<file path="config.mk">
export PLATFORM = sky130hd
export DESIGN_NAME = cv32e40x_obi_limit_interface
export DESIGN_NICKNAME = d
export VERILOG_FILES = /design/src/rtl/cv32e40x_obi_limit_interface.sv
export SDC_FILE = /design/constraint.sdc
export NUM_CORES = 1
export LEC_CHECK = 0
export BUFFER_PORTS_ARGS = -buffer_cell sky130_fd_sc_hd__buf_2
export CAP_MARGIN = 20
export CORE_MARGIN = 10
export CORE_UTILIZATION = 50
export CTS_BUF_LIST = sky130_fd_sc_hd__clkbuf_8
export CTS_CLUSTER_DIAMETER = 50
export CTS_CLUSTER_SIZE = 16
export DETAILED_ROUTE_END_ITERATION = 7
export GPL_ROUTABILITY_DRIVEN = 0
export PLACE_DENSITY = 0.92
export SYNTH_ARGS = -nofsm -noshare
export SYNTH_HDL_FRONTEND = slang
export SYNTH_SLANG_ARGS = --single-unit
export TNS_END_PERCENT = 50
</file>
<file path="constraint.sdc">
create_clock -name clk -period 3 [get_ports clk]
set_clock_uncertainty 0.2 [all_clocks]
set_input_delay 0.3 -clock clk [delete_from_list [all_inputs] [get_ports clk]]
set_output_delay 0.3 -clock clk [all_outputs]
set_load 0.01 [all_outputs]
</file>
<file path="src/rtl/cv32e40x_obi_limit_interface.sv">
// OBI master adapter: forwards trans_* requests onto the OBI A channel, caps in-flight
// transfers at MAX_OUTSTANDING, optionally registers the R channel and flags unsolicited rvalid.
module cv32e40x_obi_limit_interface #(
  parameter int unsigned ADDR_WIDTH      = 32,
  parameter int unsigned DATA_WIDTH      = 32,
  parameter int unsigned MAX_OUTSTANDING = 2,
  parameter int unsigned RESP_REG        = 0
) (
  input  logic                                     clk,
  input  logic                                     rst_n,
  input  logic                                     trans_valid_i,
  output logic                                     trans_ready_o,
  input  logic [ADDR_WIDTH-1:0]                    trans_addr_i,
  input  logic                                     trans_we_i,
  input  logic [DATA_WIDTH/8-1:0]                  trans_be_i,
  input  logic [DATA_WIDTH-1:0]                    trans_wdata_i,
  output logic                                     resp_valid_o,
  output logic [DATA_WIDTH-1:0]                    resp_rdata_o,
  output logic                                     resp_err_o,
  output logic                                     obi_req_o,
  input  logic                                     obi_gnt_i,
  output logic [ADDR_WIDTH-1:0]                    obi_addr_o,
  output logic                                     obi_we_o,
  output logic [DATA_WIDTH/8-1:0]                  obi_be_o,
  output logic [DATA_WIDTH-1:0]                    obi_wdata_o,
  input  logic                                     obi_rvalid_i,
  input  logic [DATA_WIDTH-1:0]                    obi_rdata_i,
  input  logic                                     obi_err_i,
  output logic [$clog2(MAX_OUTSTANDING+1)-1:0]     outstanding_o,
  output logic                                     protocol_err_o
);

  localparam int unsigned BE_W  = DATA_WIDTH / 8;
  localparam int unsigned CNT_W = $clog2(MAX_OUTSTANDING + 1);

  typedef enum logic {TRANSPARENT, REGISTERED} state_e;

  state_e                state_q, state_d;
  logic [CNT_W-1:0]      cnt_q, cnt_d;
  logic [ADDR_WIDTH-1:0] addr_q, addr_d;
  logic                  we_q, we_d;
  logic [BE_W-1:0]       be_q, be_d;
  logic [DATA_WIDTH-1:0] wdata_q, wdata_d;
  logic                  prot_err_q, prot_err_d;
  logic                  limit_ok, inc, dec;

  // A-channel steering, outstanding tracking and unsolicited-response detection
  always_comb begin
    state_d       = state_q;
    cnt_d         = cnt_q;
    addr_d        = addr_q;
    we_d          = we_q;
    be_d          = be_q;
    wdata_d       = wdata_q;
    prot_err_d    = prot_err_q;
    limit_ok      = (cnt_q < CNT_W'(MAX_OUTSTANDING));
    obi_req_o     = 1'b0;
    trans_ready_o = 1'b0;
    obi_addr_o    = trans_addr_i;
    obi_we_o      = trans_we_i;
    obi_be_o      = trans_be_i;
    obi_wdata_o   = trans_wdata_i;

    case (state_q)
      TRANSPARENT: begin
        obi_req_o     = trans_valid_i && limit_ok;
        trans_ready_o = limit_ok && obi_gnt_i;
        if (obi_req_o && !obi_gnt_i) begin
          addr_d  = trans_addr_i;
          we_d    = trans_we_i;
          be_d    = trans_be_i;
          wdata_d = trans_wdata_i;
          state_d = REGISTERED;
        end
      end
      REGISTERED: begin
        // Parked request: payload comes from the hold registers until granted
        obi_req_o     = 1'b1;
        trans_ready_o = obi_gnt_i;
        obi_addr_o    = addr_q;
        obi_we_o      = we_q;
        obi_be_o      = be_q;
        obi_wdata_o   = wdata_q;
        if (obi_gnt_i) state_d = TRANSPARENT;
      end
      default: state_d = TRANSPARENT;
    endcase

    // Requests are suppressed while reset is held, even with trans_valid_i high
    if (!rst_n) begin
      obi_req_o     = 1'b0;
      trans_ready_o = 1'b0;
    end

    inc = obi_req_o && obi_gnt_i;
    dec = obi_rvalid_i && (cnt_q != '0);
    if (inc && !dec && limit_ok)  cnt_d = cnt_q + CNT_W'(1);
    else if (dec && !inc)         cnt_d = cnt_q - CNT_W'(1);

    if (obi_rvalid_i && (cnt_q == '0)) prot_err_d = 1'b1;
  end

  always_ff @(posedge clk or negedge rst_n) begin
    if (!rst_n) begin
      state_q    <= TRANSPARENT;
      cnt_q      <= '0;
      addr_q     <= '0;
      we_q       <= 1'b0;
      be_q       <= '0;
      wdata_q    <= '0;
      prot_err_q <= 1'b0;
    end else begin
      state_q    <= state_d;
      cnt_q      <= cnt_d;
      addr_q     <= addr_d;
      we_q       <= we_d;
      be_q       <= be_d;
      wdata_q    <= wdata_d;
      prot_err_q <= prot_err_d;
    end
  end

  assign outstanding_o  = cnt_q;
  assign protocol_err_o = prot_err_q;

  if (RESP_REG != 0) begin : g_resp_reg
    logic                  resp_valid_q, resp_valid_d;
    logic [DATA_WIDTH-1:0] resp_rdata_q, resp_rdata_d;
    logic                  resp_err_q, resp_err_d;

    // Payload registers only load on rvalid so rdata holds between responses
    always_comb begin
      resp_valid_d = obi_rvalid_i;
      resp_rdata_d = resp_rdata_q;
      resp_err_d   = resp_err_q;
      if (obi_rvalid_i) begin
        resp_rdata_d = obi_rdata_i;
        resp_err_d   = obi_err_i;
      end
    end

    always_ff @(posedge clk or negedge rst_n) begin
      if (!rst_n) begin
        resp_valid_q <= 1'b0;
        resp_rdata_q <= '0;
        resp_err_q   <= 1'b0;
      end else begin
        resp_valid_q <= resp_valid_d;
        resp_rdata_q <= resp_rdata_d;
        resp_err_q   <= resp_err_d;
      end
    end

    assign resp_valid_o = resp_valid_q;
    assign resp_rdata_o = resp_rdata_q;
    assign resp_err_o   = resp_err_q;
  end else begin : g_resp_comb
    assign resp_valid_o = obi_rvalid_i;
    assign resp_rdata_o = obi_rdata_i;
    assign resp_err_o   = obi_err_i;
  end

  a_req_stable: assert property (@(posedge clk) disable iff (!rst_n)
    (obi_req_o && !obi_gnt_i) |=> obi_req_o);
  a_payload_stable: assert property (@(posedge clk) disable iff (!rst_n)
    (obi_req_o && !obi_gnt_i) |=> $stable({obi_addr_o, obi_we_o, obi_be_o, obi_wdata_o}));
  a_cnt_max: assert property (@(posedge clk) disable iff (!rst_n)
    cnt_q <= CNT_W'(MAX_OUTSTANDING));

endmodule

</file>
==> impl_results.md <==
* Synth warnings at 0
* Power per cell area at between 600 and 700 mW/mm²
* Number of port buffers at roughly 150
* CTS Buf Count at 9
* # nets final at approximately 530
* Worst VDD drop at 0.398 mV
* Pin count of the biggest net entering global routing at between 50 and 60
* Fmax achieved at 405 MHz
* Antenna cells at 0
* Row count at 31
* GRT Util Overall at between 10% and 20%
* Setup violators final at 0
* P_leak at around 0.0023 µW
* TritonCTS clock tree: yes
* Max-slew violations at 0
* Share of cells above drive strength 1 at 68.8%
* Total core area at roughly 0.0074 mm²
* Multi-input logic area at 0.00168 mm²
* Initial antenna violation count at 0
* Residual DRC count at 0
* Synth Cell Area at between 0.003 and 0.004 mm²
* Status: finished clean
* Hold Path Class: input port to flop
* Mapped Nets at 390
* Clk buf depth at 2
* Vias at between 2,000 and 3,000
* CTS Hold Bufs at 30
* Register bit total from synthesis at 73
* WS Path Type: flop to primary output
* Max_cap viols at 0
* Worst skew pair latency at ~0.34 ns
* Register-to-Register Path Depth at 3
* CTS sink cnt at 73
* CP max FO at 51
* Synth Instances at 283
* Arrival @ worst endpoint at between 1.5 and 2 ns
* DRT iter0 DRCs at 84
* First-pass GRT wire length at 15,100 µm
* Post-synthesis sequential area ratio at 47.5%
* Final ANT Viol Nets at 0
* Hold Crit Depth at 2
* Reg area at 0.00183 mm²
* Crit-path cells: buf_12 > mux2_2 > buf_2
* Worst-Margin Slew at roughly 0.73 ns
* CTS H-tree lvls at 3
* Initial Util at a little over half
* DRT Pass-1 Iters at 4
* Count of cell types in the netlist at 21
* Reg2reg start: state_q
* Tcrit/Tclk final at around 82%
* Layout area overhead at 29.2%
* Die width at approximately 110 µm
* Place WS at between 0.8 and 0.9 ns
* Worst setup margin at between 0.5 and 0.6 ns
* Ports at about 220
* Critical Path Sink Type: primary output
* Worst Hold Launch: trans_wdata_i[5]
* Avg Cell Area, Syn at 13.6 µm²
* Final Hold Vio Count at 0
* Root Driver: clkbuf_8
* Worst Hold Path EP: wdata_q[5]
* # Post-CTS Setup Buffers at 0
* Tmin final at between 2 and 2.5 ns
* Post-DP HPWL at just under 7000 µm
* CTS clk-pin slew, worst paths at 0.08 ns
* Routed Wire Length at around 9700 µm
* Fill cells at approximately 550
* Die ar. at 0.0116 mm²
* Routed WL per cell at 18.2 µm
* Reg2Reg Setup Slack at ~0.83 ns
* Critical Path Max Stage Delay at 0.74 ns
* Resize count post-CTS at 0
* Worst path slowest cell: dfrtp_2
* Startpoint Class: flop
* Final setup TNS at 0 ns
* RSZ-0062 raised after global routing: false
* Worst Path Required at between 2 and 3 ns
* Rel. slew slack at ~51%
* Vias per cell at between 5 and 6
* Critical R2R Capture: be_q[3]
* Vias in the first global route at around 3,100
* Grt total ovfl at 0
* Die Y at 108 µm
## worst max-delay path by stage
stage / slack (ns) / endpoint / depth (start not counted) / startpoint
5_1_grt: 0.44 / obi_wdata_o[13] / 3 / state_q
4_1_cts: 0.50 / obi_wdata_o[13] / 3 / state_q
3_3_place_gp: 0.86 / addr_q[4] / 3 / state_q
2_1_floorplan: 1.16 / wdata_q[13] / 5 / state_q
3_5_place_dp: 0.83 / be_q[3] / 3 / state_q
6_report: 0.53 / obi_wdata_o[13] / 3 / state_q
## cell type report
class                           instances  area share [%]
Multi-Input combinational cell        158            33.8
Clock inverter                          6            2.14
Clock buffer                           10            2.77
Sequential cell                        73            36.8
Timing Repair Buffer                  182            21.8
Tap cell                               99            2.49
Inverter                                3           0.226
## cells in the final DEF (no fill, tap or decap)
| master | Yosys | routed |
|---|---|---|
| nand2_1 | 3 | 3 |
| dlygate4sd3_1 | 0 | 30 |
| o21bai_1 | 1 | 1 |
| mux2_2 | 128 | 128 |
| o21ai_0 | 2 | 2 |
| inv_1 | 3 | 4 |
| nand2b_1 | 1 | 1 |
| nand4_1 | 1 | 1 |
| bufinv_16 | 0 | 3 |
| buf_2 | 6 | 147 |
| nor2b_1 | 2 | 2 |
| a21o_1 | 1 | 1 |
| nand3_1 | 1 | 1 |
| nor2_1 | 2 | 2 |
| dfrtp_2 | 0 | 1 |
| buf_12 | 0 | 1 |
| dfrtp_1 | 73 | 72 |
| clkbuf_8 | 0 | 10 |
| nor4_4 | 1 | 1 |
| clkinvlp_4 | 0 | 1 |
| clkinv_2 | 0 | 1 |
| mux2_1 | 10 | 10 |
| a21oi_1 | 3 | 3 |
| o2bb2ai_1 | 1 | 1 |
| buf_4 | 35 | 4 |
| or4_1 | 1 | 1 |
## synthesized netlist by cell type
| master | count | share of area, % |
|---|---|---|
| buf_6 | 1 | 0.29 |
| a21oi_1 | 3 | 0.39 |
| nor2b_1 | 2 | 0.33 |
| nand2b_1 | 1 | 0.16 |
| dfrtp_1 | 73 | 47 |
| o21bai_1 | 1 | 0.20 |
| or4_1 | 1 | 0.20 |
| a21o_1 | 1 | 0.20 |
| mux2_1 | 10 | 2.9 |
| inv_1 | 3 | 0.29 |
| o2bb2ai_1 | 1 | 0.23 |
| o21ai_0 | 2 | 0.26 |
| nor4_4 | 1 | 0.55 |
| buf_1 | 7 | 0.68 |
| buf_2 | 6 | 0.78 |
| nand4_1 | 1 | 0.16 |
| nand3_1 | 1 | 0.13 |
| nor2_1 | 2 | 0.20 |
| mux2_2 | 128 | 37 |
| buf_4 | 35 | 6.8 |
| nand2_1 | 3 | 0.29 |
## flip-flops by register name, indices dropped and copies added, names as in the netlist
signal,flops
addr_q,32
be_q,4
outstanding_o,2
protocol_err_o,1
state_q,1
wdata_q,32
we_q,1
## kinds of logic (layout without fill, tap and decap cells)
family,count (synthesis),after routing,share of synthesized area (%)
compound gates,8,8,1.27
buf+inv,52,201,8.88
flops,73,73,47.5
mux,138,138,40.4
simple gates,12,12,2.02
## critical path: cells and delay by family (launching register included)
family	cells	cell delay (ns)
multiplexers	1	0.38
buffers and inverters	2	0.49
flip-flops	1	0.74
## report_power, final
part           internal [µW]  leakage [µW]  total [µW]  switching, µW
sequential              1300      0.000852        1470            172
clock                    571      0.000124         935            364
combinational            611       0.00131        1050            440
total                   2480       0.00228        3460            976
## metal layers
layer | vias to the layer above | track usage, % | part of all wire (%)
met4 | 0 | 8.68 | 3.6
met1 | 1331 | 16.0 | 36
met5 | - | 0 | 0
li1 | 1256 | - | -
met2 | 109 | 28.1 | 51
met3 | 41 | 6.23 | 9.3
## stage by stage
step	instances	total power [µW]	util [%]	instance area, µm²	hold slack, ns
floorplan	283	2170	-	3850	-0.196
global placement	485	2460	60.1	4430	-0.0103
detailed placement	485	2530	60.1	4430	-0.00830
CTS	531	3490	67.5	4970	0.000357
global route	531	3660	67.5	4970	0.00260
finish	531	3460	67.5	4970	0.00996
Note: power is estimated with default switching activity, not from simulation.
